<file path="src/rtl/grad_acc_1.sv">
// rtl/grad_acc_1.sv - gradient accumulate-and-update stage for the GRU hidden layer
//
// Purpose:
//   Sums i_len signed Q2.14 gradient terms, one per i_in_valid pulse, in a
//   wide accumulator. It then produces the narrowed gradient sum and the
//   updated weight w_out = w_in - (acc >>> lr_shift).
//
// Configuration:
//   GRAD_ACC_SAT_EN - when defined, accumulator adds saturate at the ACCBIT
//                     signed limits and narrowing clamps to the DATABIT signed
//                     range. When undefined, the accumulator wraps and
//                     narrowing truncates to the low DATABIT bits.
//
// Parameters:
//   DATABIT       data width (Q2.14, 1.0 = 0x4000)
//   ACCBIT        accumulator width, must be >= DATABIT+8
//
// Ports:
//   i_clk         clock, rising edge
//   i_rst_n       asynchronous active-low reset
//   i_start       begin a sequence (sampled only in IDLE)
//   i_len         number of terms to accumulate, latched on start
//   i_w_in        current weight, latched on start
//   i_lr_shift    learning-rate right shift, latched on start
//   i_in_valid    gradient term valid (product unit result_valid)
//   i_in_data     gradient term (product unit result)
//   o_busy        high in ACCUM and UPDATE
//   o_out_valid   one-cycle pulse when o_grad_sum / o_w_out are updated
//   o_grad_sum    narrowed accumulated gradient
//   o_w_out       narrowed updated weight

module grad_acc_1 #(
  parameter int DATABIT = 16,
  parameter int ACCBIT  = 32
) (
  input  logic                      i_clk,
  input  logic                      i_rst_n,
  input  logic                      i_start,
  input  logic [7:0]                i_len,
  input  logic signed [DATABIT-1:0] i_w_in,
  input  logic [3:0]                i_lr_shift,
  input  logic                      i_in_valid,
  input  logic signed [DATABIT-1:0] i_in_data,
  output logic                      o_busy,
  output logic                      o_out_valid,
  output logic signed [DATABIT-1:0] o_grad_sum,
  output logic signed [DATABIT-1:0] o_w_out
);

  localparam logic [1:0] ST_IDLE   = 2'd0;
  localparam logic [1:0] ST_ACCUM  = 2'd1;
  localparam logic [1:0] ST_UPDATE = 2'd2;

  logic [1:0]                r_state;
  logic [7:0]                r_len;
  logic [7:0]                r_cnt;
  logic signed [DATABIT-1:0] r_w_in;
  logic [3:0]                r_lr_shift;
  logic signed [ACCBIT-1:0]  r_acc;
  logic                      r_out_valid;
  logic signed [DATABIT-1:0] r_grad_sum;
  logic signed [DATABIT-1:0] r_w_out;

  logic signed [ACCBIT-1:0]  w_term_ext;
  logic signed [ACCBIT-1:0]  w_sum_raw;
  logic signed [ACCBIT-1:0]  w_sum;
  logic signed [ACCBIT-1:0]  w_w_in_ext;
  logic signed [ACCBIT-1:0]  w_scaled;
  logic signed [ACCBIT-1:0]  w_diff;
  logic                      w_last_term;

  // Reduce an ACCBIT value to DATABIT. A value fits when every bit from the
  // DATABIT sign position upward equals the sign; otherwise it clamps to the
  // rail on the side given by its sign.
  function automatic logic signed [DATABIT-1:0] f_narrow(input logic signed [ACCBIT-1:0] v);
`ifdef GRAD_ACC_SAT_EN
    logic fits;
    fits = (v[ACCBIT-1:DATABIT-1] == {(ACCBIT-DATABIT+1){1'b0}}) ||
           (v[ACCBIT-1:DATABIT-1] == {(ACCBIT-DATABIT+1){1'b1}});
    if (fits) begin
      return v[DATABIT-1:0];
    end else if (v[ACCBIT-1]) begin
      return {1'b1, {(DATABIT-1){1'b0}}};
    end else begin
      return {1'b0, {(DATABIT-1){1'b1}}};
    end
`else
    return v[DATABIT-1:0];
`endif
  endfunction

  assign w_term_ext = {{(ACCBIT-DATABIT){i_in_data[DATABIT-1]}}, i_in_data};
  assign w_sum_raw  = r_acc + w_term_ext;

`ifdef GRAD_ACC_SAT_EN
  // Signed overflow: operands share a sign and the result does not.
  logic w_ovf;
  assign w_ovf = (r_acc[ACCBIT-1] == w_term_ext[ACCBIT-1]) &&
                 (w_sum_raw[ACCBIT-1] != r_acc[ACCBIT-1]);
  always_comb begin
    w_sum = w_sum_raw;
    if (w_ovf) begin
      w_sum = r_acc[ACCBIT-1] ? {1'b1, {(ACCBIT-1){1'b0}}}
                              : {1'b0, {(ACCBIT-1){1'b1}}};
    end
  end
`else
  assign w_sum = w_sum_raw;
`endif

  assign w_w_in_ext  = {{(ACCBIT-DATABIT){r_w_in[DATABIT-1]}}, r_w_in};
  assign w_scaled    = r_acc >>> r_lr_shift;
  assign w_diff      = w_w_in_ext - w_scaled;
  assign w_last_term = (r_cnt == (r_len - 8'd1));

  always_ff @(posedge i_clk or negedge i_rst_n) begin
    if (!i_rst_n) begin
      r_state     <= ST_IDLE;
      r_len       <= '0;
      r_cnt       <= '0;
      r_w_in      <= '0;
      r_lr_shift  <= '0;
      r_acc       <= '0;
      r_out_valid <= 1'b0;
      r_grad_sum  <= '0;
      r_w_out     <= '0;
    end else begin
      r_out_valid <= 1'b0;
      case (r_state)
        ST_IDLE: begin
          if (i_start) begin
            r_len      <= i_len;
            r_w_in     <= i_w_in;
            r_lr_shift <= i_lr_shift;
            r_acc      <= '0;
            r_cnt      <= '0;
            r_state    <= (i_len != 8'd0) ? ST_ACCUM : ST_UPDATE;
          end
        end
        ST_ACCUM: begin
          if (i_in_valid) begin
            r_acc <= w_sum;
            r_cnt <= r_cnt + 8'd1;
            if (w_last_term) begin
              r_state <= ST_UPDATE;
            end
          end
        end
        ST_UPDATE: begin
          r_grad_sum  <= f_narrow(r_acc);
          r_w_out     <= f_narrow(w_diff);
          r_out_valid <= 1'b1;
          r_state     <= ST_IDLE;
        end
        default: begin
          r_state <= ST_IDLE;
        end
      endcase
    end
  end

  assign o_busy      = (r_state != ST_IDLE);
  assign o_out_valid = r_out_valid;
  assign o_grad_sum  = r_grad_sum;
  assign o_w_out     = r_w_out;

endmodule

</file>
<file path="config.mk">
export PLATFORM = sky130hd
export DESIGN_NAME = grad_acc_1
export DESIGN_NICKNAME = d
export VERILOG_FILES = /design/src/rtl/grad_acc_1.sv
export SDC_FILE = /design/constraint.sdc
export NUM_CORES = 1
export LEC_CHECK = 0
export CORE_MARGIN = 4
export CORE_UTILIZATION = 41
export CTS_CLUSTER_DIAMETER = 200
export DETAILED_ROUTE_END_ITERATION = 7
export PLACE_DENSITY = 0.71
export SYNTH_ARGS = -nofsm -noshare
export SYNTH_HDL_FRONTEND = slang
export SYNTH_SLANG_ARGS = --single-unit
</file>
<file path="constraint.sdc">
create_clock -name i_clk -period 7.15 [get_ports i_clk]
set_clock_uncertainty 0.05 [all_clocks]
set_input_delay 0.715 -clock i_clk [delete_from_list [all_inputs] [get_ports i_clk]]
set_output_delay 0.715 -clock i_clk [all_outputs]
set_load 0.05 [all_outputs]
</file>
# --- Yosys cells after proc, flatten, opt, wreduce, memory -nomap -nowiden ---
# Cells that the tools add are included.
totals:
  register_bits: 103
  input_bits: 48
  out_inout_bits: 34
  wordCells: 39
op_classes:
  n_addsub: 4
  n_eq_ne: 6
  shift: 1
  muxes: 12
  n_reduce_logical: 7
op_table:
  columns: ["op", "n"]
  rows:
  - ["32-bit two-way mux", 2]
  - ["32-bit one-hot mux with 2 select lines", 1]
  - ["32-bit by 16-bit adder with 32-bit output", 1]
  - ["32-bit by 4-bit >>> shifter with 16-bit output", 1]
  - ["8-bit two-way mux", 2]
  - ["8-bit one-hot mux with 2 select lines", 1]
  - ["16-bit subtractor", 1]
  - ["8-bit by 1-bit adder with 8-bit output, second input constant", 1]
  - ["8-bit equality test", 1]
  - ["2-bit two-way mux", 4]
  - ["8-bit nonzero test", 1]
  - ["8-bit by 1-bit subtractor with 8-bit output, second input constant", 1]
  - ["2-bit != test, second input constant", 3]
  - ["3-bit AND reduction", 2]
  - ["2-bit one-hot mux with 2 select lines", 1]
  - ["2-bit nonzero test", 2]
  - ["2-bit by 1-bit equality test with 1-bit output, second input constant", 1]
  - ["2-bit equality test, second input constant", 1]
  - ["2-bit logical NOT", 1]
  - ["2-bit AND reduction", 1]
  - ["1-bit two-way mux", 1]

# --- Longest topological paths before layout ---
logic_depth:
  depth_word: 5
  ltp_mapped: 20

# --- Least setup slack after synthesis ---
# Ideal clock, no wire load.
synth_timing:
  kind: "register to register"
  startpoint: "register r_lr_shift[1]"
  endpoint: "register r_w_out[11], in the netlist o_w_out[11]"
  setup_ns: 0.069
  arrival_ns: 3.792
  required_time_ns: 7.031
  setup_slack_ns: 3.239
  stages_incl_launch_ff: 18
  path_buffers: 3
  synth_period_minus_slack_ns: 3.911
  cell_sequence: "dfrtp_1 buf_2 buf_2 buf_2 mux2i_1 nand2_1 o31a_1 mux4_2 inv_1 ha_1 nor2b_1 o21ai_2 a21boi_1 or4_1 and2_4 a2111o_1 a211o_1 nand3_1"
synth_between:
  elab_chain_len: 2
synth_rtl:
  columns: ["item", "line_no", "text"]
  rows:
  - ["start: declaration", "58", "logic [3:0] r_lr_shift;"]
  - ["start signal: assignment", "134", "r_lr_shift <= i_lr_shift;"]
  - ["32-bit by 4-bit >>> shifter with 16-bit output", "112", "assign w_scaled = r_acc >>> r_lr_shift;"]
  - ["16-bit subtractor", "113", "assign w_diff = w_w_in_ext - w_scaled;"]
  - ["end signal: assignment", "151", "r_w_out <= f_narrow(w_diff);"]
  - ["end: declaration", "62", "logic signed [DATABIT-1:0] r_w_out;"]
# Every way passes these cells.
# A chain may end at the register's enable or synchronous reset.

# --- Worst setup path after layout ---
layout_timing:
  startpoint: "register r_lr_shift[0]"
  endpoint: "register r_w_out[11], in the netlist o_w_out[11]"
# Same word-level chain as after synthesis.

==> results.cfg <==
[run_status]
outcome = finished, final reports clean

[route]
detailedRoute.firstPassIterationCount = 4
ant_nets = 0
via_per_inst = 5.64
route.vias.total = 6742
initialDrtViolationCount = 386
wl_per_cell_um = 16.7
final_wl_um = 19900
route.detailed.drc = 0

[logic_synthesis]
yosys_register_bits = 102
synth_largest_type_area_fraction_pct = 34.1
synthArstFlopShare_pct = 100
post_synth_inst_count = 912
synth.yosys.seq_area_share_pct = 34.1
synthesis.yosys.warnings = 0
syn-cell-area_um2 = 7490
number_of_enable_flip_flop_cells_after_synthesis = 0
postSynth.topFlopCell = dfrtp_1
synth_top_cell_by_area = dfrtp_1
post_synth_num_cell_types = 62
synthesis.nets = 1010
yosys-top-cells-area = dfrtp_1, nand2_1, ha_1, o21ai_0, mux2i_1
synth_area_per_cell_um2 = 8.22

[floorplan]
ioPinCount = 82
die_ar_um2 = 20500
effective_utilization_at_floorplan_pct = 41.7
die_w_um = 143
core.rowCount = 49
die_y_um = 143
fp.coreArea_um2 = 18000

[layout]
nets = 1060
flow.area_growth_from_synthesis_pct = 17.1
finish.utilization_pct = 48.9
post_route_cells_drive_above_1_share_pct = 5.27
n_antenna_cell = 0

[global_route]
first_pass_grt_wire_length_um = 33100
grt_use_total_pct = 20.0
grt_overflow_total = 0
grt_start_max_net_pins = 75
antenna_found_initial = 0
vias_in_the_first_global_route = 6452

[flow_run]
max_cap_violations = 0

[placed_design]
gp_congestion = 0.924
detailed_place_hpwl_um = 14900
pre_cts_ws_ns = 2.86
port_buffers = 81

[critical_path]
setup.worst_path.class = reg -> reg
timing.critical_path.fanout_max = 28
cp_startpoint_kind = flop
critical_path.n_buffers_inverters = 2
critical-path-max-stage-delay_ns = 0.82
cp_cell_sequence = inv_2 -> o31a_1 -> mux4_2 -> inv_1 -> ha_1 -> nor2b_1 -> o21ai_2 -> a21boi_1 -> or4_1 -> and2_4 -> a2111o_1 -> a211o_1 -> nand3_1
worstPathRequired_ns = 7.40
critical_path.slowest_cell = dfrtp_1
critPathArrivalTime_ns = 4.55
endpoint_kind = flop
timing.critical_path.max_delay_family = compound AO/OA/AOI/OAI gates

[clocking]
cts_resized = 0
clockRootBuffer = clkbuf_16
path_clk_slew_ns = 0.08
htree_levels = 3
cts_buffers = 9
numClockSinks = 102
clock_latency_ns = 0.36
max-clock-path-buffers = 2
cts.repair_timing.setup_buffer_count = 0
cts_tree = done
postCtsHoldBufs = 0

[timing]
worstMarginPinSlew_ns = 0.964
timing.setup.tns_ns = 0
final-max-slew-violation-count = 0
worst_slack_ns = 2.84
timing.final.crit_share_pct = 60.2
setup_repair_after_global_routing_missed_its_margin = false
hold_viol = 0
finalCriticalPeriod_ns = 4.31
max_slew_margin_pct = 35.7
setup_viol = 0
maxClockFrequency_ghz = 0.232

[hold_path]
worstHoldPathType = in -> async
## stage by stage
stage / area, um2 / std cells / hold WS (ns)
final: 8780 / 1196 / 0.210
after global routing: 8780 / 1196 / 0.227
after CTS: 8780 / 1196 / 0.215
after detailed placement: 8450 / 1180 / 0.418
after global placement: 8450 / 1180 / 0.409
after floorplan: 7490 / 912 / 0.369
## synth_stat cells, types with 7 or more instances
| cell type | number |
|---|---|
| xor2_1 | 19 |
| o21ai_0 | 75 |
| a21o_1 | 18 |
| a21oi_1 | 57 |
| nor3_1 | 18 |
| xnor2_1 | 30 |
| nand3_1 | 16 |
| o211ai_1 | 9 |
| nand4_1 | 16 |
| nor2b_1 | 8 |
| ha_1 | 48 |
| nand2b_1 | 8 |
| nor2_1 | 39 |
| mux2_2 | 7 |
| inv_1 | 27 |
| o31ai_1 | 11 |
| dfrtp_1 | 102 |
| clkbuf_1 | 40 |
| mux2i_1 | 30 |
| mux4_2 | 8 |
| nand2_1 | 222 |
## final cells by class
type,instances,area [um2]
Multi-Input combinational cell,733,4650
Fill cell,1711,9190
Clock buffer,9,225
Clock inverter,7,100
Sequential cell,102,2550
Tap cell,229,287
Timing Repair Buffer,88,861
Inverter,28,105
## layout by cell type, fill, tap and decap left out, types with 27 or more instances in the layout
cell type,count
inv_1,27
clkdlybuf4s50_1,80
o21ai_0,75
xnor2_1,30
mux2i_1,30
dfrtp_1,102
nor2_1,38
nand2_1,222
ha_1,48
a21oi_1,57
## sequential cells by signal, summed over array words and instances, names as in the netlist
| name | cells |
|---|---|
| r_acc | 31 |
| r_cnt | 8 |
| r_lr_shift | 4 |
| o_grad_sum | 16 |
| r_len | 8 |
| o_w_out | 16 |
| r_state | 2 |
| o_out_valid | 1 |
| r_w_in | 16 |
## kinds of logic after synthesis
| kind of cell | Yosys count | share of synthesized area (%) |
|---|---|---|
| DFF | 102 | 34.1 |
| AOI/OAI and AO/OA | 231 | 19.4 |
| buffers and inverters | 77 | 3.94 |
| adders and majority gates | 50 | 8.55 |
| muxes | 45 | 7.46 |
| and+or+nand+nor | 358 | 20.9 |
| xor gates and xnor gates | 49 | 5.73 |
## worst paths after layout
path | from | endpoint | slack [ns] | depth (start not counted)
min in group i_clk | o_w_out[6] | o_w_out[6] | 0.43 | 2
worst max-delay path | r_lr_shift[0] | o_w_out[11] | 2.84 | 13
worst min register to register | o_w_out[6] | o_w_out[6] | 0.43 | 2
worst min-delay path | i_rst_n | r_len[3] | 0.21 | 1
max in group asynchronous | i_rst_n | r_acc[26] | 5.55 | 2
worst max register to register | r_lr_shift[0] | o_w_out[11] | 2.84 | 13
## layer usage
| layer | vias up | share of wire, % | GRT usage [%] |
|---|---|---|---|
| li1 | 3327 | - | - |
| met5 | - | 0 | 0 |
| met4 | 0 | 1.8 | 4.90 |
| met2 | 214 | 44 | 31.1 |
| met1 | 3170 | 48 | 28.5 |
| met3 | 31 | 6.2 | 4.32 |
Power is left out: the tool's default activity adds up to more than one toggle a clock period on the data nets, which glitch-free logic cannot reach.
